## src/rtl/ldpc_pkg.sv

```systemverilog
// Shared types and defaults for the LDPC encoder controller slice.
`timescale 1ns/1ps
package ldpc_pkg;

    typedef enum logic [1:0] {
        ST_CFG    = 2'd0,
        ST_IDLE   = 2'd1,
        ST_ENCODE = 2'd2,
        ST_OUTPUT = 2'd3
    } state_e;

    localparam int N_DEF       = 6;
    localparam int K_DEF       = 3;
    localparam int FRAME_CNT_W = 16;

endpackage

```

## src/rtl/gf2_row_acc.sv

```systemverilog
// N-bit GF(2) accumulator: synchronous clear, or XOR in one generator row.
`timescale 1ns/1ps
module gf2_row_acc #(
    parameter int N = 6
) (
    input  logic         clk,
    input  logic         rst_n,
    input  logic         clr,
    input  logic         en,
    input  logic [N-1:0] row,
    output logic [N-1:0] acc
);

    logic [N-1:0] acc_d;
    logic [N-1:0] acc_q;

    always_comb begin
        acc_d = acc_q;
        if (clr) begin
            acc_d = '0;
        end else if (en) begin
            acc_d = acc_q ^ row;
        end
    end

    always_ff @(posedge clk or negedge rst_n) begin
        if (!rst_n) begin
            acc_q <= '0;
        end else begin
            acc_q <= acc_d;
        end
    end

    assign acc = acc_q;

endmodule

```

## src/rtl/encode_ctrl.sv

```systemverilog
// Bit-serial LDPC encode sequencer: generator store, FSM and handshakes.
// Optional frame counter output enabled by ENCODE_CTRL_FRAME_CNT_EN.
`timescale 1ns/1ps
module encode_ctrl
    import ldpc_pkg::*;
#(
    parameter int N = N_DEF,
    parameter int K = K_DEF
) (
    input  logic                   clk,
    input  logic                   rst_n,
    input  logic                   cfg_we,
    input  logic [N-1:0]           cfg_row,
    output logic                   cfg_done,
    input  logic                   in_valid,
    output logic                   in_ready,
    input  logic [K-1:0]           in_bits,
    output logic                   out_valid,
    input  logic                   out_ready,
    output logic [N-1:0]           out_codeword,
`ifdef ENCODE_CTRL_FRAME_CNT_EN
    output logic [FRAME_CNT_W-1:0] frame_cnt,
`endif
    output logic                   busy
);

    localparam int PW = (K > 1) ? $clog2(K) : 1;
    localparam logic [PW-1:0] LAST = PW'(K - 1);

    state_e          state_d, state_q;
    logic            cfg_done_d, cfg_done_q;
    logic [PW-1:0]   wr_ptr_d, wr_ptr_q;
    logic [PW-1:0]   bit_idx_d, bit_idx_q;
    logic [K-1:0]    frame_d, frame_q;
    logic [N-1:0]    g_d [K];
    logic [N-1:0]    g_q [K];
    logic            g_we;
    logic [PW-1:0]   g_idx;
    logic            acc_clr;
    logic            acc_en;
    logic [N-1:0]    acc;

    always_comb begin
        state_d    = state_q;
        cfg_done_d = cfg_done_q;
        wr_ptr_d   = wr_ptr_q;
        bit_idx_d  = bit_idx_q;
        frame_d    = frame_q;
        g_we       = 1'b0;
        g_idx      = wr_ptr_q;
        acc_clr    = 1'b0;
        unique case (state_q)
            ST_CFG: begin
                if (cfg_we) begin
                    g_we = 1'b1;
                    if (wr_ptr_q == LAST) begin
                        cfg_done_d = 1'b1;
                        wr_ptr_d   = '0;
                        state_d    = ST_IDLE;
                    end else begin
                        wr_ptr_d = wr_ptr_q + PW'(1);
                    end
                end
            end
            ST_IDLE: begin
                // A frame always beats a simultaneous row write.
                if (in_valid) begin
                    frame_d   = in_bits;
                    acc_clr   = 1'b1;
                    bit_idx_d = '0;
                    state_d   = ST_ENCODE;
                end else if (cfg_we) begin
                    g_we  = 1'b1;
                    g_idx = '0;
                    if (K > 1) begin
                        cfg_done_d = 1'b0;
                        wr_ptr_d   = PW'(1);
                        state_d    = ST_CFG;
                    end
                end
            end
            ST_ENCODE: begin
                if (bit_idx_q == LAST) begin
                    bit_idx_d = '0;
                    state_d   = ST_OUTPUT;
                end else begin
                    bit_idx_d = bit_idx_q + PW'(1);
                end
            end
            ST_OUTPUT: begin
                if (out_ready) begin
                    state_d = ST_IDLE;
                end
            end
            default: state_d = ST_CFG;
        endcase
    end

    always_comb begin
        g_d = g_q;
        if (g_we) begin
            g_d[g_idx] = cfg_row;
        end
    end

    assign acc_en = (state_q == ST_ENCODE) && frame_q[bit_idx_q];

    gf2_row_acc #(.N(N)) u_acc (
        .clk   (clk),
        .rst_n (rst_n),
        .clr   (acc_clr),
        .en    (acc_en),
        .row   (g_q[bit_idx_q]),
        .acc   (acc)
    );

    always_ff @(posedge clk or negedge rst_n) begin
        if (!rst_n) begin
            state_q    <= ST_CFG;
            cfg_done_q <= 1'b0;
            wr_ptr_q   <= '0;
            bit_idx_q  <= '0;
            frame_q    <= '0;
            for (int i = 0; i < K; i++) begin
                g_q[i] <= '0;
            end
        end else begin
            state_q    <= state_d;
            cfg_done_q <= cfg_done_d;
            wr_ptr_q   <= wr_ptr_d;
            bit_idx_q  <= bit_idx_d;
            frame_q    <= frame_d;
            g_q        <= g_d;
        end
    end

    assign cfg_done     = cfg_done_q;
    assign in_ready     = (state_q == ST_IDLE);
    assign out_valid    = (state_q == ST_OUTPUT);
    assign busy         = (state_q == ST_ENCODE) || (state_q == ST_OUTPUT);
    assign out_codeword = acc;

`ifdef ENCODE_CTRL_FRAME_CNT_EN
    logic [FRAME_CNT_W-1:0] frame_cnt_d, frame_cnt_q;

    always_comb begin
        frame_cnt_d = frame_cnt_q;
        if (out_valid && out_ready) begin
            frame_cnt_d = frame_cnt_q + FRAME_CNT_W'(1);
        end
    end

    always_ff @(posedge clk or negedge rst_n) begin
        if (!rst_n) begin
            frame_cnt_q <= '0;
        end else begin
            frame_cnt_q <= frame_cnt_d;
        end
    end

    assign frame_cnt = frame_cnt_q;
`endif

endmodule

```

## config.mk

```make
export PLATFORM = sky130hd
export DESIGN_NAME = encode_ctrl
export DESIGN_NICKNAME = d
export VERILOG_FILES = /design/src/rtl/ldpc_pkg.sv /design/src/rtl/gf2_row_acc.sv /design/src/rtl/encode_ctrl.sv
export SDC_FILE = /design/constraint.sdc
export NUM_CORES = 1
export LEC_CHECK = 0
export ABC_AREA = 1
export ABC_CLOCK_PERIOD_IN_PS = 2020
export CORE_UTILIZATION = 25
export CTS_BUF_LIST = sky130_fd_sc_hd__clkbuf_8 sky130_fd_sc_hd__clkbuf_16
export CTS_CLUSTER_DIAMETER = 200
export DETAILED_ROUTE_END_ITERATION = 10
export PLACE_DENSITY_LB_ADDON = 0.12
export SYNTH_ARGS = -nofsm -noshare
export SYNTH_HDL_FRONTEND = slang
export SYNTH_SLANG_ARGS = --single-unit
```

## constraint.sdc

```tcl
create_clock -name clk -period 2.02 [get_ports clk]
set_input_delay 0.404 -clock clk [delete_from_list [all_inputs] [get_ports clk]]
set_output_delay 0.404 -clock clk [all_outputs]
set_load 0.005 [all_outputs]
```

== Yosys cells after proc, flatten, opt, wreduce, memory -nomap -nowiden ==
Index checks and enable logic that the tools add are counted.
W data, S select, Z words.
Storage, ports and cells
  register bits after elaboration: 34
  input port bits: 14
  output and inout bits: 10
  word-level logic and storage cells: 81
Cells by class
  add/subtract/negate cells: 2
  $lt $le $gt $ge: 4
  equality and inequality tests: 13
  muxes and demuxes: 38
  bitwise gates (word level): 3
  reductions and logical operators: 12
Operators by type and width (number)
  $mux W2: 15
  $mux W6: 5
  $bwmux W18: 1
  $bmux W6 S2: 1
  $demux W6 S2: 1
  $ne A2 B2 Y1 const B: 6
  $reduce_and A5 Y1: 2
  $mux W1: 9
  $eq A2 B2 Y1 const B: 4
  $pmux W2 S2: 2
  $pmux W2 S4: 1
  $ge A3 B3 Y1 const B: 2
  $not A2 Y3: 2
  $reduce_bool A2 Y1: 3
  $xor A6 B6 Y6: 1
  $add A2 B1 Y2 const B: 2
  $pmux W1 S2: 2
  $reduce_and A2 Y1: 2
  $reduce_and A4 Y1: 1
  $lt A2 B3 Y1 const B: 1
  $lt A3 B1 Y1 const B: 1
  $ne A3 B3 Y1 const B: 1
  $bmux W1 S2: 1
  $eq A2 B1 Y1 const B: 1
  other kinds (4): 5

== Logic depth before layout (Yosys ltp) ==
Gate-level depths: netlist (run 1).
  word-level depth: 9
  mapped depth: 11
  gate-level depth less buffers: 10

== Modules after synthesis ==
From an unflattened synthesis (run 1), not the netlist that was laid out.
Second synthesis, totals
  cell total of the unflattened synthesis: 225
  area total of the unflattened synthesis: 1732.9 µm²
By module, submodules not included
  encode_ctrl: times used 1, cells each 193, area each 1462.7 µm², seq. area each 700.7 µm²
  gf2_row_acc: times used 1, cells each 32, area each 270.3 µm², seq. area each 150.1 µm²

== Least setup slack after synthesis (run 1) ==
No wires, ideal clock.
  path type: register -> register
  from: register state_q[1]
  to: register u_acc.acc_q[0] (netlist: u_acc.acc[0])
  setup time: 0.113 ns
  arrival: 1.367 ns
  required time: 1.907 ns
  setup slack: 0.540 ns
  stages on the path, launching flop included: 10
  buffers on the path: 0
  period minus slack after synthesis: 1.480 ns
  path through: dfrtp_1 -> inv_1 -> ha_1 -> nand2_2 -> nand2_1 -> inv_2 -> nor2_4 -> nand2_1 -> nand2_1 -> inv_1
Between the ends
  cells in the longest elaborated chain, start to end: 3
  elaborated cells between the ends (all ways): 6
  classes of those cells: 2 x eq/ne; 2 x mux; 2 x reduce/logical
RTL lines
  start: declaration: line encode_ctrl.sv:30  | state_e state_d, state_q;
  start signal: assignment: line encode_ctrl.sv:128  | state_q <= state_d;
  $eq A2 B1 Y1 / $eq A2 B2 Y1 (equally long branches): line encode_ctrl.sv:52, encode_ctrl.sv:106
  $mux W1 / $logic_and A1 B1 Y1 (equally long branches): line encode_ctrl.sv:52, encode_ctrl.sv:106
  $mux W6 / $reduce_bool A2 Y1 (equally long branches)
  end signal: assignment: line gf2_row_acc.sv:28  | acc_q <= '0;
  end signal: assignment: line gf2_row_acc.sv:30  | acc_q <= acc_d;
  end: declaration: line gf2_row_acc.sv:15  | logic [N-1:0] acc_q;
Several ways; a longest one is shown, not always the timed one.
A chain may end at the register's enable or synchronous reset.

== Worst setup path after layout (run 1) ==
  from: register state_q[1]
  to: output in_ready
Between the ends
  cells in the longest elaborated chain, start to end: 1
RTL lines
  $eq A2 B1 Y1: line encode_ctrl.sv:138  | assign in_ready = (state_q == ST_IDLE);
  end: declaration: line encode_ctrl.sv:16  | output logic in_ready,
No other way between the ends.

==> results of run 1 <==
cell usage after synthesis, drive strengths merged:
master	instances
o21ai	24
nand3	29
nor2	13
a21oi	9
inv	33
mux2	3
nor3	1
buf	6
ha	6
dfrtp	34
nand4	2
nand2	76
where the power goes:
group          total (W)  switching, W  internal, W
logic            0.00153      0.000865     0.000664
clock network   0.000524      0.000254     0.000270
registers        0.00123      0.000235      0.00100
sequential cells by signal (all words and copies together), names as in the netlist:
name / count
g_q: 18
bit_idx_q: 2
u_acc.acc: 6
state_q: 2
cfg_done: 1
wr_ptr_q: 2
frame_q: 3
critical path: stages (launching register included):
cell,delay [ns]
dfrtp_1,0.43
inv_2,0.10
ha_2,0.20
clkdlybuf4s50_1,0.50
timing repair:
action,in CTS,in global routing
endpoints found under the hold margin,0,0
buffers inserted,1,0
resized for setup,3,3
setup endpoints to repair,1,7
layer usage:
metal	up-vias	share of wire, %	track usage, %	routed length [um]
met5	-	0	0	0
met1	706	49	16.7	2160
met2	31	44	20.9	1950
met3	6	4.3	3.45	187
li1	807	-	-	-
met4	0	1.9	4.40	82
cells by family (layout without fill, tap and decap cells):
logic type,after synthesis,after routing
buffers and inverters,39,70
AO/OA/AOI/OAI,33,33
adder cells (fa/ha/maj),6,6
AND/OR/NAND/NOR,121,121
multiplexers,3,3
flip-flops,34,34
final timing paths:
check / to / startpoint / depth (start not counted)
hold / removal: g_q[15] / g_q[15] / 2
max in group asynchronous: cfg_done / rst_n / 2
setup / recovery: in_ready / state_q[1] / 3
hold reg to reg: g_q[15] / g_q[15] / 2
min in group asynchronous: state_q[0] / rst_n / 2
setup reg to reg: g_q[13] / state_q[1] / 7
cells in the final DEF, fill, tap and decap left out, types with 2 or more instances in the layout:
cell,instances
inv_2,4
nand3_1,29
clkbuf_8,6
nor2_2,2
o21ai_0,12
mux2_2,3
nand2_2,4
ha_2,2
ha_1,4
nand2_1,71
nor2_4,4
inv_1,29
a21oi_1,9
nor2_1,7
clkdlybuf4s50_1,22
buf_4,6
dfrtp_1,34
o21ai_1,7
o21ai_2,5
nand4_1,2
per-stage QoR:
| stage | hold WS, ns | util [%] | setup slack (ns) | power, W |
|---|---|---|---|---|
| after floorplan | 0.108 | - | 0.540 | 0.00227 |
| after global placement | 0.469 | 30.4 | 0.148 | 0.00277 |
| after detailed placement | 0.474 | 30.4 | 0.134 | 0.00277 |
| after CTS | 0.492 | 31.8 | 0.0181 | 0.00333 |
| after global routing | 0.513 | 31.9 | 0.0150 | 0.00364 |
| final | 0.490 | 31.9 | 0.0958 | 0.00329 |
final cells by class:
cell class	count	area, sq um
clock inverter	2	8.76
timing repair buffer	29	274
tap	99	124
fill	815	4940
inverter	33	126
multi-input combinational	163	847
sequential	34	851
clock buffer	6	82.6
==> results.md, run 1 <==
- Post-DRT Antenna Nets: 0
- Cell area after synthesis: 1880 sq um
- # DRC: 0
- Placed cell count: 357
- Congestion Overflow GR: 0
- Max-slew violation count: 0
- Final hold violations: 0
- Post-Synthesis Cells: between 200 and 250
- Routed len/inst: roughly 12 um
- CTS H-Tree Depth: 2
- Setup crit end kind: output port
- Startpoint class of the critical path: flop
- Worst R2R Setup Slack: about 0.34 ns
- CTS Buf Count: 5
- CTS tree: yes
- Maximum number of pins on one net before global-route repair: 35
- PD cells: 1420 nW/um^2
- Cts hold-fix bufs: 0
- Iter 0 DRT Violations: 101
- Total core area: 7250 sq um
- Count of buffers from port buffering: 23
- Drt total wl: about 4.4 mm
- Max Freq: between 0.5 and 0.6 GHz
- Crit path DAT: between 1.5 and 2 ns
- Routed vias: ~1600
- Syn-to-layout area delta: 23.3%
- Post-synth top area cell: dfrtp_1
- GR Util All Layers: around 13%
- Worst-path clk slew: about 0.07 ns
- Row cnt: 31
- Minimum clock period: 1.92 ns
- Clock sinks: 34
- Die ar.: 7860 sq um
- Worst path required time: 1.62 ns
- Main combinational cell family by area after synthesis: simple AND/OR/NAND/NOR gates
- Slew @ Worst Pin: 0.505 ns
- Avg Synthesized Cell Area: between 7 and 8 sq um
- Number of placed I/O pins: 24
- Die X: 88.6 um
- Status: completed
- Layout Cell Area excl Fill: 2310 sq um
- DIE HEIGHT: 88.6 um
- Pleak: 1.14 nW
- Maximum clock insertion buffer count: 2
- Yosys warning count: 0
- Slew headroom: 66.3%
- Dpl cell area: 2210 sq um
- Initial antenna violation count: 0
- HP Class: reg2reg
- Skew-Pair Late Insertion Delay: a little under 0.3 ns
- RSZ-0062 raised after global routing: false
- Root Driver: clkbuf_8
- Max-cap viol count: 0
- Via-to-Cell Ratio: 4.23
- Layout Skew: 0.00857 ns
- Post-synth cell types: 21
- Sequential element share of the synthesized area: 45.3%
- Yosys reg bits: 34
- Vias in the first global route: 1554
- Final setup fails: 0
- Setup Crit Path Kind: reg2out
- # nets final: 286
- Top post-synthesis cells by area: dfrtp_1 45%, nand2_1 14%, nand3_1 7.7%, inv_1 6.0%, ha_1 4.0%
- Period utilisation layout: 95.3%
- Simple-gate portion of the synthesized area: between 20% and 30%
- Synth Area in Compound Gates: 9.80%
- Layout cells sized above 1: 14.6%
- First-pass GRT wire length: 7.59 mm
- Post-synthesis adder-cell area fraction: 4.00%
- Fin cells: 366
- GP Congestion: ~0.73
- Crit-path max FO: 4
- Initial core utilization: 25.9%
- Yosys top cell area share: between 40% and 50%
- Post-synth net total: 256
- Worst vdd ir: 0.275 mV
- Mux share of post-synthesis cell area: 1.80%
- N_diodes: 0
- TritonRoute pass-1 iters: 4
- Sum Neg Setup Slack: 0 ns
- Synth Area in XOR/XNOR: 0%
- Final HPWL DP: approximately 3.1 mm
Note: power is estimated with default switching activity, not from simulation.
==> run 2: changes to the inputs <==
Settings changed: SKIP_LAST_GASP set to 1, TNS_END_PERCENT set to 1.
==> results.md, run 2 (same netlist as run 1, synthesis figures left out) <==
- Status: completed
- Startpoint class of the critical path: flop
- Clock share of power: 15.9% (about the same)
- GP Congestion: 0.734 (unchanged)
- # DRC: 0 (unchanged)
- Maximum clock insertion buffer count: 2 (unchanged)
- TritonRoute pass-1 iters: 4 (unchanged)
- Skew-Pair Late Insertion Delay: 0.29 ns (about the same)
- Worst path required time: 1.62 ns (about the same)
- Crit-path cells: inv_1 -> ha_1 -> clkdlybuf4s50_1
- Layout cells sized above 1: 13.9% (-0.75 points)
- Crit path buffers/inverters: 2 (unchanged)
- Row cnt: 31 (unchanged)
- Number of placed I/O pins: 24 (unchanged)
- Switch share: 41.2% (about the same)
- Crit-path max FO: 4 (unchanged)
- Worst vdd ir: 0.275 mV (about the same)
- Post-DRT Antenna Nets: 0 (unchanged)
- Pleak: 1.14 nW (about the same)
- Layout Skew: 0.00857 ns (unchanged)
- GR Util All Layers: 12.9% (unchanged)
- CTS H-Tree Depth: 2 (unchanged)
- Gate power share: 46.5% (about the same)
- Largest register FFs: 18 (unchanged)
- Total core area: 7250 sq um (unchanged)
- PD cells: 1420 nW/um^2 (about the same)
- Root Driver: clkbuf_8
- Most flop-heavy register: g_q
- Max-cap viol count: 0 (unchanged)
- Max-slew violation count: 0 (unchanged)
- Period utilisation layout: 98.1% (+2.9 points)
- CTS tree: yes
- Clock sinks: 34 (unchanged)
- Initial core utilization: 25.9% (unchanged)
- Congestion Overflow GR: 0 (unchanged)
- Final HPWL DP: 3.13 mm (unchanged)
- Sum Neg Setup Slack: 0 ns (unchanged)
- # nets final: 286 (unchanged)
- Syn-to-layout area delta: 23.1%
- Routed vias: 1545 (-0.32%)
- DIE HEIGHT: 88.6 um (unchanged)
- Vias in the first global route: 1554 (unchanged)
- Slew headroom: 66.3% (unchanged)
- Final setup fails: 0 (unchanged)
- Slew @ Worst Pin: 0.505 ns (-0.000000477 ns)
- Worst-path clk slew: 0.07 ns (about the same)
- Drt total wl: 4.39 mm (about the same)
- Iter 0 DRT Violations: 89 (-12%)
- Die ar.: 7860 sq um (unchanged)
- RSZ-0062 raised after global routing: true
- Fill cells: 816 (+0.12%)
- Die X: 88.6 um (unchanged)
- CP max stage delay: 0.52 ns (+0.02 ns)
- P_sw: 0.00135 W (about the same)
- Routed len/inst: 12.0 um (about the same)
- Initial antenna violation count: 0 (unchanged)
- N_diodes: 0 (unchanged)
- HP Class: reg2reg
- Minimum clock period: 1.98 ns (+0.0577 ns)
- Final hold violations: 0 (unchanged)
- Count of buffers from port buffering: 23 (unchanged)
- Via-to-Cell Ratio: 4.22 (-0.32%)
- Final hold slack: 0.490 ns (unchanged)
- Setup crit end kind: output port
- First-pass GRT wire length: 7.59 mm (unchanged)
- Max Freq: 0.505 GHz (-2.9%)
- Worst path top cell family by delay: buffers and inverters
- Most common cell after layout, fill and taps aside: nand2_1
- Reg power frac: 37.6% (about the same)
- Crit path DAT: 1.58 ns (+0.06 ns)
- CTS Buf Count: 5 (unchanged)
- Most frequent cells in the layout: 71 x nand2_1, 34 x dfrtp_1, 30 x inv_1
- Crit-path slowest cell: clkdlybuf4s50_1
- Cell-internal power: 0.00193 W (-0.13%)
- Setup Crit Path Kind: reg2out
- Maximum number of pins on one net before global-route repair: 35 (unchanged)
-- run 2: cell counts in the layout (fill, tap and decap cells not counted) --
No cell type changed its count.
-- run 2: final cells by class --
cell class              count  area [sq um]  share of cell area, %
flip-flops and latches     34           851                   36.8
multi-input cells         163           845                   36.5
repair buffers             29           274                   11.9
inverters                  33           126                   5.47
well taps                  99           124                   5.36
clock buffers               6          82.6                   3.57
clock inverters             2          8.76                  0.379
-- run 2: path summary, 6_finish.rpt --
| check | startpoint | end | slack (ns) | cells past startpoint |
|---|---|---|---|---|
| max | state_q[1] | in_ready | 0.04 | 3 |
| min | g_q[15] | g_q[15] | 0.49 | 2 |
| max reg2reg | state_q[1] | g_q[13] | 0.30 | 7 |
| min reg2reg | g_q[15] | g_q[15] | 0.49 | 2 |
| max in group asynchronous | rst_n | cfg_done | 1.16 | 2 |
| min in group asynchronous | rst_n | state_q[0] | 0.52 | 2 |
-- run 2: layer usage --
layer,track usage (%),vias to the layer above,share of wire [%],routed length [um]
met3,3.45,6,3.8,168
met5,0,-,0,0
li1,-,807,-,-
met4,4.40,0,1.9,82
met1,16.7,705,50,2190
met2,20.9,27,44,1950
-- run 2: power by group through the flow --
stage,registers (W),clock network [W],logic [W]
6_report,0.00123,0.000524,0.00153
5_1_grt,0.00128,0.000579,0.00177
4_1_cts,0.00124,0.000548,0.00155
3_5_place_dp,0.00126,0,0.00152
3_3_place_gp,0.00126,0,0.00151
2_1_floorplan,0.00118,0,0.00109
-- run 2: through the flow --
stage / setup WS, ns / instances / power (W) / util (%) / cell area [sq um]
floorplan: 0.540 / 236 / 0.00227 / - / 1880
global placement: 0.148 / 357 / 0.00277 / 30.4 / 2210
detailed placement: 0.134 / 357 / 0.00277 / 30.4 / 2210
CTS: 0.0181 / 366 / 0.00333 / 31.8 / 2310
global route: -0.0591 / 366 / 0.00364 / 31.9 / 2310
finish: 0.0381 / 366 / 0.00328 / 31.9 / 2310
-- run 2: worst register-to-register path, cell delays in order (launching register included) --
cell     delay (ns)
dfrtp_1        0.42
inv_1          0.13
ha_1           0.32
nand3_1        0.19
o21ai_0        0.14
nand2_2        0.22
nand2_1        0.13
o21ai_2        0.05
-- run 2: what timing repair did --
item	CTS	global route
resized for setup	3	1
hold buffers	0	0
endpoints found under the setup margin	1	7
cloned	0	0
setup buffers	1	0
hold endpoints to repair	0	0
